[config.mk]
export PLATFORM = sky130hd
export DESIGN_NAME = pipe_sequencer
export DESIGN_NICKNAME = d
export VERILOG_FILES = /design/src/rtl/pipe_sequencer.sv
export SDC_FILE = /design/constraint.sdc
export NUM_CORES = 1
export LEC_CHECK = 0
export ABC_AREA = 1
export CORE_AREA = 2 2 186 188
export CTS_BUF_LIST = sky130_fd_sc_hd__clkbuf_8 sky130_fd_sc_hd__clkbuf_16
export DETAILED_ROUTE_END_ITERATION = 8
export DIE_AREA = 0 0 188 190
export PLACE_DENSITY = 0.44
export SLEW_MARGIN = 20
export SYNTH_ARGS = -nofsm -noshare
export SYNTH_HDL_FRONTEND = slang
export SYNTH_SLANG_ARGS = --single-unit
[constraint.sdc]
create_clock -name clk -period 3 [get_ports clk]
set_input_delay 0.45 -clock clk [delete_from_list [all_inputs] [get_ports clk]]
set_output_delay 0.45 -clock clk [all_outputs]
set_load 0.02 [all_outputs]
[src/rtl/pipe_sequencer.sv]
// Pipeline sequencer: owns the PC, stalls on multiplies and bne resolution,
// and inserts flush bubbles after taken jumps/branches.
module pipe_sequencer #(
    parameter int unsigned MUL_CYCLES   = 16,
    parameter int unsigned FLUSH_CYCLES = 2,
    parameter logic [31:0] RESET_PC     = 32'd0
) (
    input  logic        clk,
    input  logic        rst,
    input  logic        instr_valid,
    input  logic        mul_start,
    input  logic        jmp_flag,
    input  logic [31:0] jmp_address,
    input  logic        branch_flag,
    input  logic [15:0] branch_offset,
    input  logic        alu_zero,
    output logic [31:0] pc,
    output logic        stall,
    output logic        flush,
    output logic        mul_go,
    output logic        mul_wb,
    output logic [1:0]  state
);

    typedef enum logic [1:0] {
        StRun       = 2'd0,
        StMulWait   = 2'd1,
        StBrResolve = 2'd2,
        StFlush     = 2'd3
    } state_e;

    localparam logic [7:0] MulLoad   = 8'(MUL_CYCLES - 1);
    localparam logic [7:0] FlushLoad = 8'(FLUSH_CYCLES - 1);

    state_e      state_q, state_d;
    logic [31:0] pc_q, pc_d;
    logic [31:0] br_pc_q, br_pc_d;
    logic [7:0]  cnt_q, cnt_d;
    logic        mul_go_q, mul_go_d;

    logic        jmp_req, br_req, mul_req;
    logic [31:0] br_off_ext;

    // Priority jump > branch > mul, all gated by a valid decode slot.
    assign jmp_req    = instr_valid & jmp_flag;
    assign br_req     = instr_valid & branch_flag & ~jmp_flag;
    assign mul_req    = instr_valid & mul_start & ~jmp_flag & ~branch_flag;
    assign br_off_ext = {{16{branch_offset[15]}}, branch_offset};

    always_comb begin
        state_d  = state_q;
        pc_d     = pc_q;
        br_pc_d  = br_pc_q;
        cnt_d    = cnt_q;
        mul_go_d = 1'b0;
        unique case (state_q)
            StRun: begin
                if (jmp_req) begin
                    pc_d    = jmp_address;
                    cnt_d   = FlushLoad;
                    state_d = StFlush;
                end else if (br_req) begin
                    br_pc_d = pc_q;
                    state_d = StBrResolve;
                end else if (mul_req) begin
                    cnt_d    = MulLoad;
                    mul_go_d = 1'b1;
                    state_d  = StMulWait;
                end else begin
                    pc_d = pc_q + 32'd1;
                end
            end
            StMulWait: begin
                if (cnt_q == 8'd0) begin
                    pc_d    = pc_q + 32'd1;
                    state_d = StRun;
                end else begin
                    cnt_d = cnt_q - 8'd1;
                end
            end
            StBrResolve: begin
                // bne is taken when the operands differ.
                if (!alu_zero) begin
                    pc_d    = br_pc_q + 32'd1 + br_off_ext;
                    cnt_d   = FlushLoad;
                    state_d = StFlush;
                end else begin
                    pc_d    = br_pc_q + 32'd1;
                    state_d = StRun;
                end
            end
            StFlush: begin
                if (cnt_q == 8'd0) begin
                    state_d = StRun;
                end else begin
                    cnt_d = cnt_q - 8'd1;
                end
            end
            default: state_d = StRun;
        endcase
    end

    always_ff @(posedge clk) begin
        if (rst) begin
            state_q  <= StRun;
            pc_q     <= RESET_PC;
            br_pc_q  <= 32'd0;
            cnt_q    <= 8'd0;
            mul_go_q <= 1'b0;
        end else begin
            state_q  <= state_d;
            pc_q     <= pc_d;
            br_pc_q  <= br_pc_d;
            cnt_q    <= cnt_d;
            mul_go_q <= mul_go_d;
        end
    end

    assign pc     = pc_q;
    assign stall  = (state_q == StMulWait) | (state_q == StBrResolve);
    assign flush  = (state_q == StFlush);
    assign mul_go = mul_go_q;
    assign mul_wb = (state_q == StMulWait) & (cnt_q == 8'd0);
    assign state  = state_q;

endmodule

Word level (Yosys, flattened, before mapping)
Index checks and enable logic that the tools add are counted.

$add $sub $neg: 4. Equality and inequality tests: 11. Muxes and demuxes: 19. Bitwise gates (word level): 12. Reduce and logical (&&, ||, !) cells: 9.

Operator list (count): $mux 32 (5); $pmux 32 s3 (1); $add 32x1->32 const B (2); $mux 8 (5); $add 32x32->32 (1); $pmux 8 s3 (1); $mux 2 (5); $ne 3x3->1 const B (3); $logic_not 8->1 (1); $reduce_and 4->1 (2); $sub 8x1->8 const B (1); $and 1x1->1 (7); $ne 2x2->1 const B (3); $pmux 2 s3 (1); $eq 2x2->1 const B (2); $ne 4x4->1 const B (1); $not 1->1 (4); $reduce_or 4->1 (1); $reduce_and 3->1 (1); $reduce_bool 3->1 (1); $eq 2x1->1 const B (1); $logic_not 2->1 (1); $ne 2x1->1 const B (1); $reduce_and 2->1 (1); 3 further kinds (3).

Register bits: 75. Bits of input ports: 55.

Logic depth before layout (Yosys ltp)
Depth after elaboration: 7. Gate-level depth with buffers: 25.

Worst setup path before layout
No wires, ideal clock.

Path kind: register to register. From: register br_pc_q[0]. To: register pc_q[31] (netlist: pc[31]). Data arrival time: 2.683 ns. Data required time: 2.881 ns. Path slack: 0.198 ns. Cell stages (with the launch flop): 20. Buffers on the path: 0. Clock period less this slack: 2.802 ns. Cell sequence: dfxtp_1 > ha_1 > nand2_1 > nor2_1 > nand2_1 > nor4_1 > nand3_1 > and2_1 > ha_1 > nand2_1 > nor3_1 > nand2_1 > nor3_1 > nand2_1 > nand2_1 > nand2_1 > nand3_1 > nand3_1 > nand2_1 > a21oi_1.

Longest elaborated chain between the ends: 4.

Ends and longest elaborated chain: from (decl) (RTL line 37) `logic [31:0] br_pc_q, br_pc_d;`; from (signal assigned) (RTL line 113) `br_pc_q <= br_pc_d;`; $add 32x1->32 * (RTL line 84, 88); $add 32x32->32 (RTL line 84) `pc_d = br_pc_q + 32'd1 + br_off_ext;`; $mux 32 * (RTL line 83) `if (!alu_zero) begin`; $pmux 32 s3 * (RTL line 56) `unique case (state_q)`; to (signal assigned) (RTL line 112) `pc_q <= pc_d;`; to (decl) (RTL line 36) `logic [31:0] pc_q, pc_d;`.

Every way passes the cells marked *; elsewhere a longest branch is shown, timed or not. A chain may end at the register's enable or synchronous reset.

Worst setup path in the final report
From: register br_pc_q[0]. To: register pc_q[30] (netlist: pc[30]).

Same word-level chain as after synthesis.

==> impl_metrics.env <==
export IMPL_status="finished with violations"
export IMPL_violations="negative setup slack"
export IMPL_core_sq_um=33900
export IMPL_antenna_found_initial=0
export IMPL_cts_clk_slew_worst_paths_ps=60
export IMPL_hp_class="reg -> reg"
export IMPL_start_util_pct=24.5
export IMPL_gp_congestion=0.939
export IMPL_yosys_top_cells_count="449 x nand2_1, 213 x inv_1, 143 x nor2_1"
export IMPL_slew_headroom_pct=44.9
export IMPL_synth_most_common_cell="nand2_1"
export IMPL_ys_flop_type="dfxtp_1"
export IMPL_clock_latency_ps=350
export IMPL_crit_type="reg -> reg"
export IMPL_grt_pass1_wl_mm=56.2
export IMPL_numClockSinks=75
export IMPL_n_antenna_cell=0
export IMPL_cts_made_buffers=9
export IMPL_worst_path_buf_inv=2
export IMPL_cellPowerDensity_nw_per_um2=576
export IMPL_hpwlAfterDp_mm=29.2
export IMPL_worstPathArrival_ps=3360
export IMPL_irDropWorstVdd_mv=0.513
export IMPL_multi_input_comb_area_sq_um=7040
export IMPL_synth_top_area_cell="nand2_1"
export IMPL_grt_max_degree=47
export IMPL_postPlaceCellArea_sq_um=11000
export IMPL_finalClockSkew_ps=7.41
export IMPL_wl_per_cell_um=16.8
export IMPL_hold_buffers=0
export IMPL_met3_length_mm=1.30
export IMPL_synth_edff_count=0
export IMPL_hold_viol=0
export IMPL_syn_area_sq_um=8320
export IMPL_dp_cells=2167
export IMPL_stdcell_count=2206
export IMPL_die_w_um=188
export IMPL_ant_nets=0
export IMPL_p_total_mw=7.39
export IMPL_synth_cells=1486
export IMPL_rsz0062_at_grt="true"
export IMPL_cp_end_kind="register"
export IMPL_drtIter0Drc=647
export IMPL_finalMaxSlewViolations=0
export IMPL_wl_met1_mm=18.2
export IMPL_cp_max_fo=4
export IMPL_viasPerCell=4.66
export IMPL_synth_yosys_warnings=0
export IMPL_row_count=68
export IMPL_p_leak_nw=5.85
export IMPL_crit_path_max_incr_delay_ps=350
export IMPL_final_area_sq_um=12800
export IMPL_crit_top_cell="nand2_1"
export IMPL_route_detailed_drc=0
export IMPL_utilization_pct=37.8
export IMPL_ff_latch_area_sq_um=1520
export IMPL_tightest_slew_ps=825
export IMPL_port_buffers=92
export IMPL_cts_root_buf="clkbuf_16"
export IMPL_setup_worst_path_start_class="register"
export IMPL_n_fill_cell=3666
export IMPL_tns_ps=-212
export IMPL_cp_slowest_cell="dfxtp_2"
export IMPL_vias=10272
export IMPL_cpLargestDelayFamily="simple AND/OR/NAND/NOR gates"
export IMPL_fp_dieH_um=190
export IMPL_wl_met2_mm=16.9
export IMPL_synth_top_cell_area_share_pct=20.3
export IMPL_highest_layer="met4"
export IMPL_fmax_mhz=325
export IMPL_synth_cell_type_count=46
export IMPL_yosys_top_cells_area="nand2_1 20%, dfxtp_1 18%, inv_1 9.6%, a21oi_1 7.2%, ha_1 6.9%"
export IMPL_required_ps=3270
export IMPL_synthToLayoutAreaGrowth_pct=54.1
export IMPL_htreeDepth=3
export IMPL_ys_ff_latch=75
export IMPL_timing_hold_ws_ps=493
export IMPL_grt_ovfl_total=0
export IMPL_max_cap_violations=0
export IMPL_place_ws_ps=-461
export IMPL_postSynthAreaPerCell_sq_um=5.60
export IMPL_cts_tree="yes"
export IMPL_dieArea_sq_um=35700
export IMPL_worst_slack_ps=-80.1
export IMPL_grt_pass1_vias=9826
export IMPL_synth_nets=1588
export IMPL_cts_buffer_depth=2
export IMPL_global_route_usage_total_pct=20.4
export IMPL_async_reset_ff_share_pct=0
export IMPL_nNetsFinal=1848
export IMPL_ys_seq_area_share_pct=18.0
export IMPL_drt_first_pass_iters=5
export IMPL_fin_crit_ps=3080
export IMPL_drt_total_wl_mm=37.0
export IMPL_cp_cell_sequence="ha_4 -> nand2_4 -> nor2_4 -> nand2_2 -> nor4_4 -> buf_4 -> nand3_2 -> and2_4 -> ha_4 -> nand2_8 -> buf_4 -> nor2_4 -> nand2_2 -> nor4_2 -> nand2_1 -> nand2_1 -> nand2_1 -> nand3_2 -> nand2_2 -> nand2_1 -> nand2_1 -> a21oi_1"
export IMPL_io_pins=93
export IMPL_drive_gt1_share_pct=29.2
export IMPL_post_route_period_util_pct=103
export IMPL_finalSetupViolations=4
-- what timing repair did --
action                     in CTS  in global routing
cloned                          0                  0
setup buffers                  13                 13
resized for setup             116                195
pin swaps                      33                 80
setup endpoints to repair      23                 26
-- report_power, final --
group / total (mW) / leakage, nW / internal (mW) / switching, mW
Clock: 1.23 / 0.163 / 0.770 / 0.463
Sequential: 1.63 / 0.622 / 1.26 / 0.372
Combinational: 4.52 / 5.06 / 1.77 / 2.76
-- state kept, by name, indices dropped and copies added (netlist names) --
signal / flops
mul_go: 1
pc: 32
cnt_q: 8
br_pc_q: 32
state: 2
-- area by class of cell --
| cell class | instances | share of cell area, % |
|---|---|---|
| well taps | 455 | 4.44 |
| inverters | 230 | 6.73 |
| clock buffers | 11 | 1.97 |
| clock inverters | 5 | 0.595 |
| multi-input cells | 1139 | 54.9 |
| repair buffers | 291 | 19.5 |
| flip-flops and latches | 75 | 11.9 |
-- cell families (layout without fill, tap and decap cells) --
logic type | after synthesis | count (layout) | synth area share [%]
buf+inv | 272 | 537 | 12.4
xor+xnor | 50 | 50 | 5.26
fa+ha+maj | 47 | 47 | 7.16
simple gates | 782 | 782 | 40.6
compound gates | 260 | 260 | 16.5
flops | 75 | 75 | 18.0
-- cells in the final DEF (no fill, tap or decap), drive strengths merged, types with 3 or more instances in the layout --
cell / synthesis / routed
xor2: 41 / 41
nand3b: 3 / 3
nor3: 28 / 28
clkbuf: 32 / 11
dfxtp: 75 / 75
clkdlybuf4s50: 0 / 92
ha: 46 / 46
inv: 226 / 227
clkinv: 4 / 5
o21bai: 3 / 3
xnor2: 9 / 9
a21o: 3 / 3
nand2: 453 / 453
a21oi: 121 / 121
nor4: 4 / 4
nand3: 90 / 90
a31oi: 4 / 4
nand4: 22 / 22
o21ai: 110 / 110
o211ai: 11 / 11
nor3b: 4 / 4
nor2: 156 / 156
buf: 10 / 199
or2: 18 / 18
-- tightest hold or removal path: cells and delay by family, from the launching register on --
family	cells	cell delay [ps]
buffers and inverters	1	60
DFF	1	330
AOI/OAI and AO/OA	1	60
-- worst paths after layout --
path                                         endpoint  cells past startpoint                    start  slack (ps)
worst min register to register  cnt_q[2]$_SDFFE_PP0P_                      2    cnt_q[2]$_SDFFE_PP0P_         490
worst min-delay path            cnt_q[2]$_SDFFE_PP0P_                      2    cnt_q[2]$_SDFFE_PP0P_         490
worst max-delay path              pc[30]$_SDFFE_PP0P_                     22  br_pc_q[0]$_SDFFE_PP0P_         -80
worst max register to register    pc[30]$_SDFFE_PP0P_                     22  br_pc_q[0]$_SDFFE_PP0P_         -80
-- metal layers --
metal  global-route usage, %  vias up
met5                       0        -
met4                    5.57        0
met3                    1.81       35
met2                    33.6      230
met1                    28.4     4740
li1                        -     5267
Note: power is estimated with default switching activity, not from simulation.
